`config.mk`:
```
export PLATFORM = sky130hd
export DESIGN_NAME = led_pwm_fader
export DESIGN_NICKNAME = d
export VERILOG_FILES = /design/src/rtl/led_fade_pkg.sv /design/src/rtl/led_fade_channel.sv /design/src/rtl/led_pwm_fader.sv
export SDC_FILE = /design/constraint.sdc
export NUM_CORES = 1
export LEC_CHECK = 0
export BUFFER_PORTS_ARGS = -buffer_cell sky130_fd_sc_hd__buf_4
export CORE_AREA = 2 2 79 81
export DETAILED_ROUTE_END_ITERATION = 10
export DIE_AREA = 0 0 81 83
export PLACE_DENSITY = 0.79
export SYNTH_ARGS = -nofsm -noshare
export SYNTH_HDL_FRONTEND = slang
export SYNTH_SLANG_ARGS = --single-unit
```
`constraint.sdc`:
```
create_clock -name CLK -period 2 [get_ports CLK]
set_input_delay 0.1 -clock CLK [delete_from_list [all_inputs] [get_ports CLK]]
set_output_delay 0.1 -clock CLK [all_outputs]
set_load 0.03 [all_outputs]
```
`src/rtl/led_fade_pkg.sv`:
```
// Shared types and default constants for the LED PWM fader.
package led_fade_pkg;

  typedef enum logic [1:0] {
    OFF  = 2'd0,
    UP   = 2'd1,
    ON   = 2'd2,
    DOWN = 2'd3
  } fade_state_t;

  localparam int unsigned DEFAULT_PWM_BITS = 8;
  localparam int unsigned DEFAULT_STEP_DIV = 122070;

endpackage

```
`src/rtl/led_fade_channel.sv`:
```
// One LED channel: fade state machine, brightness level and registered PWM drive.
// LED_PWM_FADER_GAMMA_EN selects a squared (gamma) duty curve instead of a linear one.
module led_fade_channel
  import led_fade_pkg::*;
#(
  parameter int unsigned PWM_BITS = DEFAULT_PWM_BITS
) (
  input  logic                clk,
  input  logic                rst,
  input  logic                req,
  input  logic                step_tick,
  input  logic [PWM_BITS-1:0] pwm_cnt,
  output logic                led_out,
  output logic                fading
);

  localparam logic [PWM_BITS-1:0] LEVEL_MAX = '1;
  localparam logic [PWM_BITS-1:0] LEVEL_ONE = PWM_BITS'(1);

  fade_state_t         state_q, state_d;
  logic [PWM_BITS-1:0] level_q, level_d;
  logic [PWM_BITS-1:0] duty;
  logic                led_d;

`ifdef LED_PWM_FADER_GAMMA_EN
  logic [2*PWM_BITS-1:0] level_ext;
  logic [2*PWM_BITS-1:0] level_sq;

  assign level_ext = {{PWM_BITS{1'b0}}, level_q};
  assign level_sq  = level_ext * level_ext;
  assign duty      = level_sq[2*PWM_BITS-1 -: PWM_BITS];
`else
  assign duty = level_q;
`endif

  // A request reversal wins over a coincident step tick, so the level never jumps.
  always_comb begin
    state_d = state_q;
    level_d = level_q;
    unique case (state_q)
      OFF: begin
        if (req) state_d = UP;
      end
      UP: begin
        if (!req) begin
          state_d = DOWN;
        end else if (level_q == LEVEL_MAX) begin
          state_d = ON;
        end else if (step_tick) begin
          level_d = level_q + 1'b1;
          if (level_q == LEVEL_MAX - LEVEL_ONE) state_d = ON;
        end
      end
      ON: begin
        if (!req) state_d = DOWN;
      end
      DOWN: begin
        if (req) begin
          state_d = UP;
        end else if (level_q == '0) begin
          state_d = OFF;
        end else if (step_tick) begin
          level_d = level_q - 1'b1;
          if (level_q == LEVEL_ONE) state_d = OFF;
        end
      end
    endcase
  end

  always_comb begin
    led_d = 1'b0;
    unique case (state_q)
      OFF:     led_d = 1'b0;
      ON:      led_d = 1'b1;
      UP,
      DOWN:    led_d = (duty > pwm_cnt);
    endcase
  end

  always_ff @(posedge clk) begin
    if (rst) begin
      state_q <= OFF;
      level_q <= '0;
      led_out <= 1'b0;
    end else begin
      state_q <= state_d;
      level_q <= level_d;
      led_out <= led_d;
    end
  end

  assign fading = (state_q == UP) || (state_q == DOWN);

endmodule

```
`src/rtl/led_pwm_fader.sv`:
```
// Two-channel LED PWM fader: shared PWM counter and step timer, one fade channel per LED.
// Define LED_PWM_FADER_GAMMA_EN for a squared (perceptually linear) duty curve.
module led_pwm_fader
  import led_fade_pkg::*;
#(
  parameter int unsigned PWM_BITS = DEFAULT_PWM_BITS,
  parameter int unsigned STEP_DIV = DEFAULT_STEP_DIV
) (
  input  logic       CLK,
  input  logic       RST,
  input  logic [1:0] LED_IN,
  output logic [1:0] LED_OUT,
  output logic [1:0] FADING
);

  localparam int unsigned     STEP_W    = (STEP_DIV > 1) ? $clog2(STEP_DIV) : 1;
  localparam logic [STEP_W-1:0] STEP_LAST = STEP_W'(STEP_DIV - 1);

  logic [PWM_BITS-1:0] pwm_cnt;
  logic [STEP_W-1:0]   step_cnt;
  logic                step_tick;

  assign step_tick = (step_cnt == STEP_LAST);

  always_ff @(posedge CLK) begin
    if (RST) begin
      pwm_cnt  <= '0;
      step_cnt <= '0;
    end else begin
      pwm_cnt  <= pwm_cnt + 1'b1;
      step_cnt <= step_tick ? '0 : step_cnt + 1'b1;
    end
  end

  for (genvar i = 0; i < 2; i++) begin : g_ch
    led_fade_channel #(
      .PWM_BITS(PWM_BITS)
    ) u_ch (
      .clk      (CLK),
      .rst      (RST),
      .req      (LED_IN[i]),
      .step_tick(step_tick),
      .pwm_cnt  (pwm_cnt),
      .led_out  (LED_OUT[i]),
      .fading   (FADING[i])
    );
  end

endmodule

```
# --- Word-level counts from Yosys, hierarchy flattened ---
# Index checks and enable logic that the tools add are counted.
word_totals:
  input_bits: 4
  ff_bits: 47
  word_cells: 106
classes:
  n_reduce_logical: 15
  magnitude_cmp: 2
  n_eq_ne: 37
  mux: 38
  n_addsub: 6
op_table:
  columns: ["operator", "n"]
  rows:
  - ["$mux 8", 12]
  - ["$mux 2", 20]
  - ["$eq 8x8->1 const B", 4]
  - ["$ne 2x2->1 const B", 16]
  - ["$pmux 8 s2", 2]
  - ["$add 8x1->8 const B", 3]
  - ["$add 17x1->17 const B", 1]
  - ["$eq 17x17->1 const B", 1]
  - ["$eq 8x1->1 const B", 2]
  - ["$gt 8x8->1", 2]
  - ["$logic_not 8->1", 2]
  - ["$ne 4x2->1 const B", 4]
  - ["$ne 4x3->1 const B", 4]
  - ["$pmux 2 s4", 2]
  - ["$sub 8x1->8 const B", 2]
  - ["$reduce_and 7->1", 2]
  - ["$reduce_and 6->1", 2]
  - ["$eq 2x2->1 const B", 4]
  - ["$pmux 1 s3", 2]
  - ["$reduce_or 2->1", 3]
  - ["$eq 2x1->1 const B", 2]
  - ["$logic_not 2->1", 2]
  - ["$reduce_bool 2->1", 2]
  - ["$logic_or 1x1->1", 2]

# --- Longest topological paths before layout ---
# Gate-level depths: netlist of run 1.
logic_depth:
  depth_word: 6
  ltp_mapped: 8

# --- Modules after synthesis ---
# Synthesis of run 1 repeated with hierarchy kept, for this count alone.
unflattened:
  hier_cells: 361
  area_unflattened_um2: 3064.2
modules_own_cells:
  columns: ["module", "area_per_inst_um2", "n_inst", "cells_each", "seq_area_each_um2"]
  rows:
  - ["led_fade_channel", 988.4, 2, 121, 220.2]
  - ["led_pwm_fader", 1087.3, 1, 119, 500.5]

# --- Least setup slack after synthesis of run 1 ---
# OpenSTA, ideal clock, no wires.
synth_timing:
  path_kind: "register to register"
  startpoint: "reg step_cnt[13]"
  endpoint: "reg g_ch[1].u_ch.level_q[5]"
  setup_time_ps: 121
  period_less_slack_ps: 2221
  setup_slack_ps: -221
  path_stages_with_launch: 7
  arrival_ps: 2101
  path_cell_list: "dfxtp_1 or4_4 or3_4 a211o_1 buf_6 nor2_1 mux2_2"
synth_between:
  elab_chain_len: 3
  word_cells_on_any_way: 4
  cone_classes: "eq/ne (3); reduce/logical (1)"
synth_rtl:
  columns: ["item", "line_no", "text"]
  rows:
  - ["start: declaration", "led_pwm_fader.sv:20", "logic [STEP_W-1:0] step_cnt;"]
  - ["start signal: assignment", "led_pwm_fader.sv:31", "step_cnt <= step_tick ? '0 : step_cnt + 1'b1;"]
  - ["$eq 17x17->1 (*)", "led_pwm_fader.sv:23", "assign step_tick = (step_cnt == STEP_LAST);"]
  - ["$ne 2x2->1 (no line)", null, null]
  - ["$reduce_and 7->1 (no line) (*)", null, null]
  - ["end signal: assignment", "led_fade_channel.sv:87", "level_q <= level_d;"]
  - ["end: declaration", "led_fade_channel.sv:21", "logic [PWM_BITS-1:0] level_q, level_d;"]
# Every way passes the cells marked *; elsewhere a longest branch is shown, timed or not.
# A chain may end at the register's enable or synchronous reset.

# --- Final worst setup path of run 1 ---
layout_timing:
  startpoint: "reg step_cnt[5]"
  endpoint: "reg g_ch[1].u_ch.level_q[7]"
# Same word-level chain as after synthesis.

==> flow_metrics.tcl, run 1 <==
set metrics [dict create \
    seqPwrFrac_pct 38.6 \
    cp-end-kind "flip-flop" \
    antenna_cells 0 \
    critPathLaunchType "flip-flop" \
    core_mm2 0.005816 \
    grt_pass1_wl_mm 13.17 \
    port_buffers 7 \
    postSynth.asyncResetShare_pct 0 \
    combPwrFrac_pct 37.7 \
    syn_area_mm2 0.003217 \
    num_rows 28 \
    outcome "finished with violations" \
    utilization_pct 69.00 \
    synth_cells 388 \
    worst_pin_slew_ns 0.4540 \
    final_area_mm2 0.004013 \
    p_per_area_mw_per_mm2 671.1 \
    holdBufCountCts 0 \
    gp_congestion 0.8384 \
    path_clk_slew_ns 0.10 \
    hpwl_mm 5.840 \
    use_met3_pct 3.587 \
    grt_pass1_vias 2943 \
    slew_headroom_pct 69.50 \
    path_class "flip-flop to flip-flop" \
    drt_first_pass_iters 4 \
    h-tree-depth 2 \
    ios 8 \
    overflow 0 \
    final_cell_mix "buf_4 (62), dfxtp_1 (46), nor2_1 (40)" \
    required_ns 2.21 \
    gr-max-usage-layer "met2" \
    p_switching_uw 974.0 \
    wl_per_cell_um 15.38 \
    p_leak_uw 0.001641 \
    clk_latency_ns 0.31 \
    gr-usage-met1_pct 28.92 \
    die_area_mm2 0.006723 \
    drt_iter0_drc 110 \
    cts_tree "built" \
    clkPwrFrac_pct 23.7 \
    grt_use_met2_pct 44.78 \
    peakVddDrop_v 0.0003606 \
    yosysSeqAreaShare_pct 29.25 \
    area_growth_syn_to_layout_pct 24.74 \
    routed-via-count 3028 \
    initial_core_util_pct 55.31 \
    intPower_uw 1719 \
    avgViaCountPerCell 5.790 \
    period_needed_ns 2.177 \
    slew_violations 0 \
    antenna_found_initial 0 \
    ant_nets 0 \
    setup_tns_ns -1.039 \
    grt_setup_unrepaired "yes" \
    setup_viol 12 \
    hold_violations 0 \
    track_usage_pct 24.38 \
    crit_path_max_fanout 4 \
    synth_fp_nets 431 \
    yosys_warnings 0 \
    ys_seq_elements 47 \
    min_period_over_period_pct 108.9 \
    nets 490 \
    total_power_uw 2693 \
    clock-root-buffer "clkbuf_8" \
    drc 0 \
    drv_cap 0 \
    crit_arrival_ns 2.39 \
    fmax_ghz 0.4593 \
    netSwitchingFraction_pct 36.17 \
    failed_checks "negative setup slack" \
    avgSynthCellArea_um2 8.291 \
    place_area_mm2 0.003756 \
    setup_ws_ns -0.1770 \
    ys.flop_type "dfxtp_1" \
    routed_wl_mm 8.043 \
    cts_buffers 5 \
    drive_gt1_share_pct 24.11 \
    layout_commonest_cell "buf_4" \
    synth_edf_count 0 \
    clock-sinks 47 \
    fin_worst_skew_ns 0.009697 \
    hp-class "primary input to flip-flop" \
    ys_types 56 \
    cts_buffer_depth 2 \
    die_h_um 83 \
    die_x_um 81 \
    grt_start_max_net_pins 37 \
]
cell type report:
cell class / count / area (um2)
fillers: 465 / 1803
flip-flops and latches: 47 / 942.2
repair buffers: 68 / 541.8
inverters: 21 / 78.83
clock buffers: 7 / 86.33
multi-input cells: 304 / 2261
clock inverters: 1 / 8.758
well taps: 75 / 93.84
per-layer routing:
metal	up-vias	share of wire [%]	wire (um)
li1	1502	-	-
met1	1457	44	3537
met2	54	52	4154
met3	15	2.7	215
met4	0	1.7	136
met5	-	0	0
through the flow:
stage                     hold slack, ns  cells  worst slack [ns]
after floorplan                   0.4438    388          -0.09560
after global placement            0.4682    512           -0.1308
after detailed placement          0.4806    512           -0.1819
after CTS                         0.1869    521           -0.1494
after global routing              0.2057    523           -0.2271
final                             0.1815    523           -0.1770
Yosys cell counts, drive strengths merged, types with 5 or more instances:
cell type | number | area share (%)
inv | 21 | 2.5
nor2 | 41 | 4.8
nand3 | 16 | 2.5
or3 | 16 | 3.3
dfxtp | 47 | 29
nor2b | 11 | 2.1
a21oi | 20 | 3.1
buf | 6 | 1.4
nor3 | 17 | 2.6
nand4 | 7 | 1.4
mux2i | 6 | 1.9
xor2 | 10 | 2.7
ha | 39 | 15
xnor2 | 13 | 3.5
o21ai | 17 | 2.6
o21a | 5 | 1.2
nand2b | 7 | 1.4
clkbuf | 10 | 1.2
nand2 | 18 | 2.1
critical path, cell delays in order, from the launching register on:
cell	delay (ns)
dfxtp_2	0.33
or4_4	0.52
or3_4	0.34
a211o_1	0.29
buf_6	0.15
nor3_4	0.12
mux2_4	0.32
power by group through the flow:
stage                     Sequential, uW  Clock [uW]  Combinational (uW)
after floorplan                     1060           0                 659
final                               1040         638                1010
after CTS                           1040         643                 974
after global routing                1050         673                1100
after global placement              1060           0                 903
after detailed placement            1060           0                 947
sequential cells by signal, indices dropped and copies added (netlist names):
signal / count
g_ch.u_ch.duty: 16
g_ch.u_ch.led_out: 2
g_ch.u_ch.state_q: 4
pwm_cnt: 8
step_cnt: 17
repair_timing:
item	4_1_cts	5_1_grt
setup buffers	1	2
gates resized for setup	12	19
cloned	0	0
pin swaps	5	12
endpoints found under the setup margin	15	19
path summary, 6_finish.rpt:
check                               from                           endpoint  slack [ns]  cells after the start
setup / recovery  step_cnt[5]$_SDFF_PP0_  g_ch[1].u_ch.duty[7]$_SDFFE_PP0P_       -0.18                      6
hold / removal                       RST  g_ch[1].u_ch.duty[1]$_SDFFE_PP0P_        0.18                      2
setup reg to reg  step_cnt[5]$_SDFF_PP0_  g_ch[1].u_ch.duty[7]$_SDFFE_PP0P_       -0.18                      6
hold reg to reg    pwm_cnt[0]$_SDFF_PP0_              pwm_cnt[0]$_SDFF_PP0_        0.50                      1
kinds of logic (layout without fill, tap and decap cells):
logic type | after synthesis | after routing | synth area share, %
simple gates | 156 | 156 | 25.52
compound gates | 78 | 78 | 16.22
flops | 47 | 47 | 29.25
fa+ha+maj | 39 | 39 | 15.17
buf+inv | 37 | 97 | 5.018
xor+xnor | 23 | 23 | 6.262
mux | 8 | 8 | 2.567
Note: power is estimated with default switching activity, not from simulation.
==> run 2, diff against run 1 <==
--- a/config.mk
+++ b/config.mk
@@ -6,10 +6,10 @@
 export NUM_CORES = 1
 export LEC_CHECK = 0
 export BUFFER_PORTS_ARGS = -buffer_cell sky130_fd_sc_hd__buf_4
-export CORE_AREA = 2 2 79 81
+export CORE_AREA = 2 2 88 90
 export DETAILED_ROUTE_END_ITERATION = 10
-export DIE_AREA = 0 0 81 83
-export PLACE_DENSITY = 0.79
+export DIE_AREA = 0 0 90 92
+export PLACE_DENSITY = 0.67
 export SYNTH_ARGS = -nofsm -noshare
 export SYNTH_HDL_FRONTEND = slang
 export SYNTH_SLANG_ARGS = --single-unit
==> run 2 against run 1 <==
Against the previous run: sequential share of layout area shrank 0.080 points; cell count grew 4.2%; clock-buffer cell count shrank 1; first-iteration DRC count shrank 6.4%; the flow still finishes with violations (negative setup slack); core utilization shrank 15 points.
==> flow_metrics.tcl, run 2 (same netlist as run 1, synthesis figures left out) <==
set metrics [dict create \
    required_ns 2.21 \
    peakVddDrop_v 0.0003781 \
    antenna_cells 0 \
    setup_viol 7 \
    overflow 0 \
    grt_setup_unrepaired "yes" \
    cpPeakStageDelay_ns 0.52 \
    total_power_uw 2770 \
    path_class "flip-flop to flip-flop" \
    routed-via-count 2947 \
    fill_cells 711 \
    critPathLaunchType "flip-flop" \
    grt_pass1_wl_mm 12.44 \
    failed_checks "negative setup slack" \
    die_area_mm2 0.008280 \
    clock-sinks 47 \
    crit_path_max_fanout 5 \
    drive_gt1_share_pct 23.93 \
    cp-end-kind "flip-flop" \
    avgViaCountPerCell 5.407 \
    nets 485 \
    drc 0 \
    grt_pass1_vias 2773 \
    fin_worst_skew_ns 0.01494 \
    wl_per_cell_um 13.71 \
    p_per_area_mw_per_mm2 688.0 \
    min_period_over_period_pct 104.2 \
    slew_headroom_pct 65.93 \
    track_usage_pct 18.11 \
    initial_core_util_pct 43.20 \
    die_h_um 92 \
    drv_cap 0 \
    drt_iter0_drc 103 \
    cts_buffer_depth 2 \
    outcome "finished with violations" \
    ant_nets 0 \
    gp_congestion 0.8346 \
    clk_latency_ns 0.32 \
    slowest_stage "or4_4" \
    core_mm2 0.007447 \
    cts_tree "built" \
    path_clk_slew_ns 0.09 \
    utilization_pct 54.07 \
    layout_commonest_cell "buf_4" \
    p_leak_uw 0.001621 \
    area_growth_syn_to_layout_pct 25.17 \
    final_cell_mix "buf_4 (61), dfxtp_1 (46), nor2_1 (40)" \
    crit_family "simple AND/OR/NAND/NOR gates" \
    ios 8 \
    largest_reg_flops 17 \
    cp_cell_sequence "or4_4 > or3_4 > a211o_4 > o31a_1 > o21ba_1" \
    antenna_found_initial 0 \
    hpwl_mm 5.501 \
    worst_pin_slew_ns 0.5072 \
    hold_violations 0 \
    fmax_ghz 0.4799 \
    port_buffers 7 \
    die_x_um 90 \
    num_rows 32 \
    grt_start_max_net_pins 37 \
    largest_register "step_cnt" \
    clock-root-buffer "clkbuf_8" \
    hp-class "primary input to flip-flop" \
    routed_wl_mm 7.474 \
    drt_first_pass_iters 4 \
    setup_ws_ns -0.08376 \
    crit_arrival_ns 2.29 \
    cts_buffers 5 \
    period_needed_ns 2.084 \
    slew_violations 0 \
    h-tree-depth 2 \
    dp_slack_ns -0.1709 \
    worst-path-buf-inv 0 \
]
## run 2: changes by cell type in the layout (fill, tap and decap cells not counted), sizes merged
cell / previous run / this run
a211o: 1 / 2
buf: 68 / 62
clkbuf: 7 / 6
bufinv: 0 / 1
## run 2: worst reg2reg max path, cell delays in order (launching register included)
cell and delay, ns:
dfxtp_2 0.33, or4_4 0.52, or3_4 0.37, a211o_4 0.32, o31a_1 0.28, o21ba_1 0.17
## run 2: layout make-up
type,count,area (um2),share of cell area (%)
Tap cell,102,127.6,3.170
Multi-Input combinational cell,305,2282,56.68
Timing Repair Buffer,62,478.0,11.87
Clock inverter,2,35.03,0.8701
Sequential cell,47,942.2,23.40
Inverter,21,78.83,1.958
Clock buffer,6,82.58,2.051
## run 2: metal layers
| metal | vias to the layer above | wire length, um | GRT usage [%] | share of wire [%] |
|---|---|---|---|---|
| met4 | 0 | 85 | 5.000 | 1.1 |
| li1 | 1504 | - | - | - |
| met2 | 44 | 3698 | 33.08 | 49 |
| met5 | - | 0 | 0 | 0 |
| met1 | 1390 | 3462 | 21.92 | 46 |
| met3 | 9 | 228 | 3.040 | 3.1 |
## run 2: final timing paths
check,end,cells after the start,from,slack [ns]
max,g_ch[1].u_ch.duty[6]$_SDFFE_PP0P_,5,step_cnt[5]$_SDFF_PP0_,-0.08
min,pwm_cnt[0]$_SDFF_PP0_,2,RST,0.19
max reg2reg,g_ch[1].u_ch.duty[6]$_SDFFE_PP0P_,5,step_cnt[5]$_SDFF_PP0_,-0.08
min reg2reg,step_cnt[12]$_SDFF_PP0_,2,step_cnt[12]$_SDFF_PP0_,0.50
## run 2: through the flow
step           cells  instance area, um2  setup TNS, ns  hold WS [ns]
2_1_floorplan    388                3244        -0.3386        0.4438
3_3_place_gp     534                3752         -1.131        0.4763
3_5_place_dp     534                3752         -1.507        0.4862
4_1_cts          545                3943        -0.5365        0.1797
5_1_grt          545                4026        -0.9456        0.2059
6_report         545                4026        -0.3351        0.1914
## run 2: power breakdown
| group | total [uW] | internal (uW) | switching [uW] |
|---|---|---|---|
| combinational | 981 | 433 | 549 |
| clock | 748 | 405 | 343 |
| sequential | 1040 | 995 | 46.0 |
## run 2: what timing repair did
item | CTS | global route
setup endpoints to repair | 17 | 19
setup buffers | 2 | 0
resized for setup | 10 | 20
pin swaps | 1 | 9
gates cloned | 1 | 0
hold buffers | 0 | 0
==> run 3, diff against run 2 <==
--- a/config.mk
+++ b/config.mk
@@ -9,7 +9,6 @@
 export CORE_AREA = 2 2 88 90
 export DETAILED_ROUTE_END_ITERATION = 10
 export DIE_AREA = 0 0 90 92
-export PLACE_DENSITY = 0.67
 export SYNTH_ARGS = -nofsm -noshare
 export SYNTH_HDL_FRONTEND = slang
 export SYNTH_SLANG_ARGS = --single-unit
==> run 3 against run 2 <==
Against the previous run: the flow still finishes with violations (negative setup slack); register-to-register slack about the same; routed wire length up 0.94%; worst hold slack better by 0.016 ns; total power down 4.8%; non-clock buffer count up 6; via count down 0.27%; final area up 1.0%; sequential power about the same; global-route usage up 0.54 points; flip-flop and latch count unchanged; core utilization up 0.55 points; clock power down 15%; critical path type unchanged.
==> flow_metrics.tcl, run 3 (same netlist as run 1, synthesis figures left out) <==
set metrics [dict create \
    hp-class "primary input to flip-flop" \
    routed_wl_mm 7.544 \
    die_h_um 92 \
    fill_cells 705 \
    antenna_cells 0 \
    cpPeakStageDelay_ns 0.52 \
    drc 0 \
    seqPwrFrac_pct 39.5 \
    track_usage_pct 18.64 \
    p_per_area_mw_per_mm2 648.1 \
    hp-start "RST" \
    gp_congestion 0.8050 \
    reg2reg_slack_ns -0.09 \
    layout_commonest_cell "buf_4" \
    drv_cap 0 \
    final_cell_mix "buf_4 (66), dfxtp_1 (45), nor2_1 (40)" \
    slew_violations 0 \
    grt_start_max_net_pins 37 \
    worst_pin_slew_ns 0.5577 \
    min_path_cells 2 \
    fmax_ghz 0.4783 \
    clkPwrFrac_pct 24.2 \
    failed_checks "negative setup slack" \
    h-tree-depth 2 \
    hold_violations 0 \
    hold_end "pwm_cnt[0]$_SDFF_PP0_" \
    clock-root-buffer "clkbuf_8" \
    core_mm2 0.007447 \
    setup_ws_ns -0.09092 \
    antenna_found_initial 0 \
    drive_gt1_share_pct 24.05 \
    grt_pass1_vias 2688 \
    p_switching_uw 899.5 \
    crit_path_max_fanout 5 \
    slowest_stage "or4_4" \
    netSwitchingFraction_pct 34.12 \
    drt_iter0_drc 127 \
    required_ns 2.19 \
    cp_cell_sequence "or4_4 > or3_4 > a211o_4 > nor3_4 > mux2_4" \
    cts_buffer_depth 2 \
    worstReg2RegStart "step_cnt[5]$_SDFF_PP0_" \
    port_buffers 7 \
    overflow 0 \
    p_leak_uw 0.001664 \
    largest_register "step_cnt" \
    cts_tree "built" \
    area_growth_syn_to_layout_pct 26.45 \
    cts_buffers 5 \
    combPwrFrac_pct 36.2 \
    ios 8 \
    peakVddDrop_v 0.0003426 \
    grt_setup_unrepaired "yes" \
    clk_latency_ns 0.29 \
    path_class "flip-flop to flip-flop" \
    drt_first_pass_iters 5 \
    routed-via-count 2939 \
    period_needed_ns 2.091 \
    holdBufCountCts 0 \
    wl_per_cell_um 13.69 \
    path_clk_slew_ns 0.09 \
    slew_headroom_pct 62.66 \
    fin_worst_skew_ns 0.003950 \
    hold_slack_ns 0.2073 \
    initial_core_util_pct 43.20 \
    die_x_um 90 \
    r2r-end "g_ch[1].u_ch.duty[7]$_SDFFE_PP0P_" \
    grt_pass1_wl_mm 12.72 \
    clock-sinks 47 \
    hpwl_mm 5.621 \
    critPathLaunchType "flip-flop" \
    outcome "finished with violations" \
    num_rows 32 \
    nets 491 \
    die_area_mm2 0.008280 \
    rr_worst_depth 5 \
    crit_arrival_ns 2.28 \
    largest_reg_flops 17 \
    ant_nets 0 \
    cp-end-kind "flip-flop" \
    avgViaCountPerCell 5.334 \
    setup_viol 10 \
    place_area_mm2 0.003797 \
    intPower_uw 1737 \
    min_period_over_period_pct 104.5 \
    final_area_mm2 0.004068 \
]
[run 3: cell count changes in the layout (fill, tap and decap cells not counted), sizes merged]
cell | before | now
clkinv | 1 | 0
clkbuf | 6 | 8
buf | 62 | 68
bufinv | 1 | 0
[run 3: worst max-delay path: cells and delay by family, from the launching register on]
kind	cells	cell delay [ns]
flops	1	0.33
mux	1	0.30
simple gates	3	1.02
compound gates	1	0.32
[run 3: area by class of cell]
class	count	area (um2)	area share, %
clock buffers	8	100.1	2.461
inverters	21	78.83	1.938
multi-input cells	305	2291	56.32
flip-flops and latches	47	943.4	23.19
well taps	102	127.6	3.137
repair buffers	68	526.8	12.95
[run 3: power groups by stage]
stage	Clock (uW)	Combinational, uW	Sequential (uW)
finish	639	955	1040
floorplan	0	659	1060
CTS	667	931	1040
global route	705	1070	1050
detailed placement	0	914	1060
global placement	0	909	1060
[run 3: through the flow]
step	total power [uW]	util [%]	setup TNS [ns]	instances	worst slack [ns]
after floorplan	1719	-	-0.3386	388	-0.09560
after global placement	1968	50.99	-0.9149	540	-0.1413
after detailed placement	1976	50.99	-1.406	540	-0.1748
after CTS	2638	53.26	-0.5496	550	-0.08761
after global routing	2820	54.62	-1.425	551	-0.1523
final	2636	54.62	-0.4990	551	-0.09092
[run 3: worst max-delay path by stage]
stage,start,slack [ns],end
6_report,step_cnt[5]$_SDFF_PP0_,-0.09,g_ch[1].u_ch.duty[7]$_SDFFE_PP0P_
5_1_grt,step_cnt[5]$_SDFF_PP0_,-0.15,g_ch[0].u_ch.duty[6]$_SDFFE_PP0P_
4_1_cts,step_cnt[5]$_SDFF_PP0_,-0.09,g_ch[1].u_ch.duty[7]$_SDFFE_PP0P_
3_5_place_dp,step_cnt[5]$_SDFF_PP0_,-0.17,g_ch[1].u_ch.duty[7]$_SDFFE_PP0P_
3_3_place_gp,step_cnt[5]$_SDFF_PP0_,-0.14,g_ch[1].u_ch.duty[7]$_SDFFE_PP0P_
2_1_floorplan,step_cnt[5]$_SDFF_PP0_,-0.1,g_ch[1].u_ch.duty[6]$_SDFFE_PP0P_
[run 3: timing repair]
| item | in CTS | in global routing |
|---|---|---|
| endpoints found under the setup margin | 18 | 19 |
| buffers inserted | 1 | 1 |
| gates resized for setup | 11 | 21 |
| pin swaps | 7 | 9 |
| cloned | 1 | 0 |
[run 3: routing by layer]
| metal | vias to the layer above | global-route usage, % | wire, um |
|---|---|---|---|
| li1 | 1517 | - | - |
| met5 | - | 0 | 0 |
| met1 | 1384 | 24.66 | 3600 |
| met2 | 32 | 31.52 | 3624 |
| met3 | 6 | 3.287 | 245 |
| met4 | 0 | 4.872 | 74 |
